<file path="config.mk">
export PLATFORM = sky130hd
export DESIGN_NAME = pspin_ingress_dma_burst
export DESIGN_NICKNAME = d
export VERILOG_FILES = /design/src/rtl/pspin_ingress_dma_burst.sv
export SDC_FILE = /design/constraint.sdc
export NUM_CORES = 1
export LEC_CHECK = 0
export CAP_MARGIN = 15
export CELL_PAD_IN_SITES_DETAIL_PLACEMENT = 0
export CELL_PAD_IN_SITES_GLOBAL_PLACEMENT = 1
export CORE_AREA = 2 2 537 539
export DETAILED_ROUTE_END_ITERATION = 12
export DIE_AREA = 0 0 539 541
export GPL_ROUTABILITY_DRIVEN = 0
export PLACE_DENSITY = 0.41
export SETUP_SLACK_MARGIN = 0.5
export SLEW_MARGIN = 0
export SYNTH_ARGS = -nofsm -noshare
export SYNTH_HDL_FRONTEND = slang
export SYNTH_SLANG_ARGS = --single-unit
</file>
<file path="constraint.sdc">
create_clock -name clk -period 12.2 [get_ports clk]
set_clock_uncertainty 0.05 [all_clocks]
set_input_delay 2.44 -clock clk [delete_from_list [all_inputs] [get_ports clk]]
set_output_delay 2.44 -clock clk [all_outputs]
set_load 0.005 [all_outputs]
</file>
<file path="src/rtl/pspin_ingress_dma_burst.sv">
// Ingress DMA: writes AXIS frames into allocator-provided buffers as AXI4 INCR
// bursts, then reports {error,tag,bytes,addr} to the HER generator.
//
// Ports:
//   clk, rstn                      clock, synchronous active-low reset
//   s_desc_*                       {tag,len,addr} descriptors from allocator
//   s_axis_*                       incoming frame stream (tkeep contiguous)
//   m_axi_aw* / m_axi_w* / m_axi_b*  AXI4 write channels (one burst in flight)
//   m_cmpl_*                       completion record {err,tag,bytes,addr}
module pspin_ingress_dma_burst #(
    parameter int DATA_WIDTH      = 512,
    parameter int ADDR_WIDTH      = 32,
    parameter int LEN_WIDTH       = 20,
    parameter int TAG_WIDTH       = 32,
    parameter int MAX_BURST_BEATS = 16,
    parameter int DESC_FIFO_DEPTH = 4,
    localparam int KEEP_WIDTH     = DATA_WIDTH / 8,
    localparam int DW             = TAG_WIDTH + LEN_WIDTH + ADDR_WIDTH,
    localparam int CW             = 2 + DW
) (
    input  logic                  clk,
    input  logic                  rstn,
    input  logic [DW-1:0]         s_desc_data,
    input  logic                  s_desc_valid,
    output logic                  s_desc_ready,
    input  logic [DATA_WIDTH-1:0] s_axis_tdata,
    input  logic [KEEP_WIDTH-1:0] s_axis_tkeep,
    input  logic                  s_axis_tlast,
    input  logic                  s_axis_tvalid,
    output logic                  s_axis_tready,
    output logic [ADDR_WIDTH-1:0] m_axi_awaddr,
    output logic [7:0]            m_axi_awlen,
    output logic                  m_axi_awvalid,
    input  logic                  m_axi_awready,
    output logic [DATA_WIDTH-1:0] m_axi_wdata,
    output logic [KEEP_WIDTH-1:0] m_axi_wstrb,
    output logic                  m_axi_wlast,
    output logic                  m_axi_wvalid,
    input  logic                  m_axi_wready,
    input  logic [1:0]            m_axi_bresp,
    input  logic                  m_axi_bvalid,
    output logic                  m_axi_bready,
    output logic [CW-1:0]         m_cmpl_data,
    output logic                  m_cmpl_valid,
    input  logic                  m_cmpl_ready
);

    localparam int OFF  = $clog2(KEEP_WIDTH);
    localparam int PW   = $clog2(DESC_FIFO_DEPTH);
    localparam int RW   = LEN_WIDTH + 1;
    localparam int BW   = 9;
    localparam int CNTW = $clog2(KEEP_WIDTH + 1);

    localparam logic [1:0]    ERR_OK    = 2'd0;
    localparam logic [1:0]    ERR_TRUNC = 2'd1;
    localparam logic [1:0]    ERR_BUS   = 2'd2;
    localparam logic [PW:0]   PONE      = 1;
    localparam logic [BW-1:0] BONE      = 1;

    typedef enum logic [2:0] {
        IDLE, AW, DATA, RESP, DRAIN, CMPL
    } state_t;

    state_t state, state_n;

    // descriptor queue; pointers carry an extra wrap bit
    logic [DW-1:0] mem [DESC_FIFO_DEPTH];
    logic [PW:0]   wr_ptr, rd_ptr;
    logic          full, empty, push, pop;
    logic          addr_lsb_unused;

    assign full  = (wr_ptr[PW] != rd_ptr[PW]) &&
                   (wr_ptr[PW-1:0] == rd_ptr[PW-1:0]);
    assign empty = (wr_ptr == rd_ptr);
    assign s_desc_ready = rstn && !full;
    assign push  = s_desc_valid && s_desc_ready;
    assign pop   = (state == IDLE) && !empty;
    assign addr_lsb_unused = ^s_desc_data[OFF-1:0];

    always_ff @(posedge clk) begin
        if (!rstn) begin
            wr_ptr <= '0;
            rd_ptr <= '0;
        end else begin
            if (push) wr_ptr <= wr_ptr + PONE;
            if (pop)  rd_ptr <= rd_ptr + PONE;
        end
    end

    // buffers are beat aligned: sub-beat address bits are dropped on entry
    always_ff @(posedge clk) begin
        if (push) begin
            mem[wr_ptr[PW-1:0]] <= {s_desc_data[DW-1:OFF], {OFF{1'b0}}};
        end
    end

    logic [DW-1:0]         head;
    logic [ADDR_WIDTH-1:0] h_addr;
    logic [LEN_WIDTH-1:0]  h_len;
    logic [TAG_WIDTH-1:0]  h_tag;
    logic [RW-1:0]         h_beats;

    assign head    = mem[rd_ptr[PW-1:0]];
    assign h_addr  = head[ADDR_WIDTH-1:0];
    assign h_len   = head[ADDR_WIDTH +: LEN_WIDTH];
    assign h_tag   = head[DW-1 -: TAG_WIDTH];
    assign h_beats = ({1'b0, h_len} + RW'(KEEP_WIDTH - 1)) >> OFF;

    logic [ADDR_WIDTH-1:0] base_addr, cur_addr;
    logic [RW-1:0]         rem_beats;
    logic [TAG_WIDTH-1:0]  tag_q;
    logic [LEN_WIDTH-1:0]  bytes_q;
    logic [1:0]            err_q;
    logic [BW-1:0]         burst_q, beat_cnt;
    logic                  frame_done;

    // burst size: capped by max burst, remaining beats and 4 KB page
    logic [12:0]   page_beats;
    logic [BW-1:0] cap, burst_w;

    always_comb begin
        page_beats = (13'd4096 - {1'b0, cur_addr[11:0]}) >> OFF;
        cap = BW'(MAX_BURST_BEATS);
        if (page_beats < 13'(cap)) cap = page_beats[BW-1:0];
        burst_w = (rem_beats < RW'(cap)) ? rem_beats[BW-1:0] : cap;
    end

    assign m_axi_awaddr = cur_addr;
    assign m_axi_awlen  = burst_w[7:0] - 8'd1;

    logic [CNTW-1:0] keep_cnt;

    always_comb begin
        keep_cnt = '0;
        for (int i = 0; i < KEEP_WIDTH; i++) begin
            keep_cnt = keep_cnt + CNTW'(s_axis_tkeep[i]);
        end
    end

    logic last_beat;
    assign last_beat = (beat_cnt == burst_q - BONE);

    always_comb begin
        state_n       = state;
        m_axi_awvalid = 1'b0;
        m_axi_wvalid  = 1'b0;
        m_axi_wdata   = '0;
        m_axi_wstrb   = '0;
        m_axi_wlast   = 1'b0;
        m_axi_bready  = 1'b0;
        s_axis_tready = 1'b0;
        m_cmpl_valid  = 1'b0;
        m_cmpl_data   = '0;
        unique case (state)
            IDLE: begin
                if (pop) state_n = (h_len == '0) ? DRAIN : AW;
            end
            AW: begin
                m_axi_awvalid = 1'b1;
                if (m_axi_awready) state_n = DATA;
            end
            DATA: begin
                m_axi_wlast = last_beat;
                if (frame_done) begin
                    // frame ended early: pad out the committed burst
                    m_axi_wvalid = 1'b1;
                end else begin
                    m_axi_wvalid  = s_axis_tvalid;
                    s_axis_tready = m_axi_wready;
                    m_axi_wdata   = s_axis_tdata;
                    m_axi_wstrb   = s_axis_tkeep;
                end
                if (m_axi_wvalid && m_axi_wready && last_beat) begin
                    state_n = RESP;
                end
            end
            RESP: begin
                m_axi_bready = 1'b1;
                if (m_axi_bvalid) begin
                    if (frame_done)          state_n = CMPL;
                    else if (rem_beats != 0) state_n = AW;
                    else                     state_n = DRAIN;
                end
            end
            DRAIN: begin
                s_axis_tready = 1'b1;
                if (s_axis_tvalid && s_axis_tlast) state_n = CMPL;
            end
            CMPL: begin
                m_cmpl_valid = 1'b1;
                m_cmpl_data  = {err_q, tag_q, bytes_q, base_addr};
                if (m_cmpl_ready) state_n = IDLE;
            end
            default: state_n = IDLE;
        endcase
    end

    always_ff @(posedge clk) begin
        if (!rstn) begin
            state      <= IDLE;
            base_addr  <= '0;
            cur_addr   <= '0;
            rem_beats  <= '0;
            tag_q      <= '0;
            bytes_q    <= '0;
            err_q      <= ERR_OK;
            burst_q    <= '0;
            beat_cnt   <= '0;
            frame_done <= 1'b0;
        end else begin
            state <= state_n;
            unique case (state)
                IDLE: begin
                    if (pop) begin
                        base_addr  <= h_addr;
                        cur_addr   <= h_addr;
                        rem_beats  <= h_beats;
                        tag_q      <= h_tag;
                        bytes_q    <= '0;
                        err_q      <= (h_len == '0) ? ERR_TRUNC : ERR_OK;
                        frame_done <= 1'b0;
                    end
                end
                AW: begin
                    if (m_axi_awready) begin
                        burst_q  <= burst_w;
                        beat_cnt <= '0;
                    end
                end
                DATA: begin
                    if (!frame_done && s_axis_tvalid && m_axi_wready) begin
                        bytes_q <= bytes_q + LEN_WIDTH'(keep_cnt);
                        if (s_axis_tlast) frame_done <= 1'b1;
                    end
                    if (m_axi_wvalid && m_axi_wready) begin
                        beat_cnt <= beat_cnt + BONE;
                        if (last_beat) begin
                            rem_beats <= rem_beats - RW'(burst_q);
                            cur_addr  <= cur_addr +
                                         (ADDR_WIDTH'(burst_q) << OFF);
                        end
                    end
                end
                RESP: begin
                    if (m_axi_bvalid) begin
                        if (m_axi_bresp != 2'd0) begin
                            err_q <= ERR_BUS;
                        end else if (!frame_done && rem_beats == 0 &&
                                     err_q != ERR_BUS) begin
                            err_q <= ERR_TRUNC;
                        end
                    end
                end
                default: ;
            endcase
        end
    end

endmodule

</file>
==> impl_metrics.yaml <==
synth:
  synth_top_family_by_area: "simple AND/OR/NAND/NOR gates"
  synth_top_area_cell: "edfxtp_1"
  ys_ff_latch: 469
  ys_types: 76
  synth_edf_count: 312
  synth_compound_area_share_pct: 7.81
  synthMuxAreaShare_pct: 6.47
  synth_top_area_share_pct: 35.6
  synth.area.top_cells: "edfxtp_1 (36%), and2_1 (15%), dfxtp_1 (12%), mux4_2 (6.0%), fa_1 (4.4%)"
  synthXorXnorAreaFrac_pct: 2.03
  synth_warnings: 0
  synthAdderAreaFrac_pct: 7.22
  ys_seq_area_share_pct: 47.6
  netlist_instances: 2503
  ys.flop_type: "edfxtp_1"
  ys_async_sr_fraction_pct: 0
  synth.avg_cell_area_um2: 10.5
  syn_area_um2: 26300
  synth-simple-area-share_pct: 24.3
clock_tree:
  ctsResizeCount: 0
  clk_pin_slew_ns: 0.06
  ctsRootBufferMaster: "clkbuf_16"
  cts_buffers: 53
  cts_sinks: 469
  cts_tree: "done"
  cts.htree.levels: 2
  clockBufferDepth: 3
  clock_latency_ns: 0.65
  hold_buffers: 0
  cts_setup_buffers: 0
power_and_ir_drop:
  p_per_area_nw_per_um2: 184
  p_total_mw: 8.50
  ir_drop_mv: 0.250
  p_leak_nw: 15.5
critical_path:
  worstPathRequired_ns: 12.67
  crit_fanout: 5
  worst_r2r_endpoint: "bytes_q[10]$_SDFFE_PN0P_"
  criticalPathCategory: "input pin to register"
  path_buf_inv: 4
  path_depth: 22
  path_delay_family: "adder cells"
  critPathCaptureType: "register"
  crit_arrival_ns: 10.11
  critPathSlowestCell: "fa_1"
  crit_path_start_kind: "input pin"
  ff2ff_setup_slack_ns: 5.25
  max_stage_delay_ns: 0.77
  crit_chain: "clkdlybuf4s50_1, inv_1, fa_1, fa_1, inv_1, fa_1, inv_1, fa_1, fa_1, fa_1, fa_1, fa_1, fa_1, fa_1, nor2b_1, o21ai_0, a21oi_1, o21ai_0, a211oi_1, nor2_1, or3_1, a21oi_1"
  path_common_cell: "fa_1"
  r2r_cells: 18
  timing.rr.start: "bytes_q[0]$_SDFFE_PN0P_"
detailed_routing:
  drt_iter0_markers: 1649
  wirelength_um: 326000
  antenna_left: 0
  vias: 26600
  wire_per_inst_um: 42.6
  vias_per_cell: 3.48
  drt_pass1_iterations: 5
  drc_errors: 0
min_path:
  holdPathStages: 2
  hold_class: "register to register"
  hold_path.startpoint: "base_addr[25]$_SDFFE_PN0P_"
  hold_end: "base_addr[25]$_SDFFE_PN0P_"
final_layout:
  fillers: 32100
  final_core_utilization_pct: 16.1
  final_cell_area_um2: 46100
  area_growth_pct: 75.5
  drive_gt1_share_pct: 5.65
  nNetsFinal: 4565
placed_design:
  hpwlAfterDp_um: 295000
  port_buffers: 1361
  placed_cell_area_um2: 44300
global_route:
  grt_overflow: 0
  grt_pass1_wl_um: 386000
  grt.total_usage_pct: 21.6
  antenna_found_initial: 383
  grt_pass1_vias: 25900
  grt_max_degree: 243
timing:
  fmax_ghz: 0.104
  tightest_slew_ns: 1.08
  final.setup.tns_ns: 0
  slew_violations: 0
  finalHoldViolations: 0
  rsz0062_at_grt: "no"
  setup_violations: 0
  period_share_pct: 79.1
  min_period_ns: 9.64
  relSlewSlack_pct: 28.1
die:
  fp.dieH_um: 541
  die-area_um2: 292000
  die_w_um: 539
  start_util_pct: 9.18
  core_um2: 286000
  pin_count: 1380
  fp-row-count: 197
status:
  status: "completed"
job:
  drv_cap: 0
==> worst max path at each step <==
stage                           startpoint                       end  slack [ns]
after floorplan           s_axis_tkeep[17]  bytes_q[10]$_SDFFE_PN0P_        3.45
after global placement    s_axis_tkeep[53]  bytes_q[10]$_SDFFE_PN0P_        1.87
after detailed placement  s_axis_tkeep[53]  bytes_q[10]$_SDFFE_PN0P_        1.88
after CTS                 s_axis_tkeep[53]  bytes_q[10]$_SDFFE_PN0P_        2.52
after global routing      s_axis_tkeep[53]  bytes_q[10]$_SDFFE_PN0P_        2.25
final                     s_axis_tkeep[53]  bytes_q[10]$_SDFFE_PN0P_        2.56
==> flip-flops by register name, summed over array words and instances (netlist names), named ones only <==
| register | flops |
|---|---|
| mem | 312 |
| base_addr | 26 |
| burst_q | 9 |
| err_q | 2 |
| rd_ptr | 3 |
| wr_ptr | 3 |
| rem_beats | 21 |
| bytes_q | 20 |
| state | 3 |
| tag_q | 32 |
| frame_done | 1 |
| beat_cnt | 9 |
| m_axi_awaddr | 26 |
==> cell usage after synthesis (9+ instances only) <==
cell type and count:
a211oi_1 13, a21oi_1 124, a31oi_1 12, and2_1 619
and3_1 14, buf_1 13, buf_2 9, buf_4 12
clkbuf_1 140, dfxtp_1 157, edfxtp_1 312, fa_1 58
ha_1 59, inv_1 127, mux2i_1 9, mux4_2 70
nand2_1 206, nand3_1 43, nand4_1 14, nor2_1 100
nor2b_1 16, nor3_1 72, nor4_1 13, o211ai_1 15
o21ai_0 55, or3_1 20, xnor2_1 40, xor2_1 21
==> tightest hold or removal path, cell delays in order (launching register included) <==
cell	delay [ns]
dfxtp_1	0.30
nand2_1	0.05
a21oi_1	0.05
==> where the power goes <==
part | leakage, nW | switching (mW) | internal (mW)
sequential | 4.12 | 0.206 | 1.88
clock | 0.860 | 0.730 | 0.934
combinational | 10.5 | 2.77 | 1.98
==> final cells by class <==
| type | instances | area, µm² | area share [%] |
|---|---|---|---|
| repair buffers | 1384 | 13800 | 30.0 |
| diodes | 41 | 103 | 0.222 |
| well taps | 3781 | 4730 | 10.3 |
| multi-input cells | 1741 | 12700 | 27.5 |
| inverters | 128 | 483 | 1.05 |
| flip-flops and latches | 469 | 12500 | 27.1 |
| clock inverters | 27 | 313 | 0.678 |
| clock buffers | 73 | 1460 | 3.17 |
==> placed cells by master (no fill, tap or decap), drive strengths merged, types with 15 or more instances in the layout <==
cell type,n
nor3,72
or3,20
dfxtp,157
xor2,21
and2,619
edfxtp,312
clkdlybuf4s50,1361
a21oi,124
nor2b,16
nand2,207
mux4,70
o21ai,58
nor2,100
xnor2,40
diode,41
o211ai,15
inv,132
clkbuf,73
buf,23
ha,59
clkinv,16
fa,58
nand3,43
==> cell families (layout without fill, tap and decap cells) <==
| group | after synthesis | count (layout) |
|---|---|---|
| DFF | 469 | 469 |
| adders and majority gates | 117 | 117 |
| muxes | 82 | 82 |
| and+or+nand+nor | 1158 | 1158 |
| xor gates and xnor gates | 61 | 61 |
| other | 1 | 53 |
| AOI/OAI and AO/OA | 311 | 311 |
| buffers and inverters | 304 | 1612 |
==> metrics by stage <==
stage,instances,worst slack (ns),hold WS [ns]
final,7644,2.56,0.401
after floorplan,2514,3.45,0.382
after detailed placement,7503,1.88,0.394
after global routing,7610,2.25,0.420
after CTS,7603,2.52,0.402
after global placement,7503,1.87,0.389
==> routing by layer <==
layer / track usage, % / vias to the layer above / share of wire, %
met4: 2.20 / 118 / 2.1
met1: 23.1 / 12900 / 37
li1: - / 11200 / -
met3: 8.93 / 738 / 9.4
met2: 40.4 / 1599 / 51
met5: 0 / - / 0.23
Note: power is estimated with default switching activity, not from simulation.
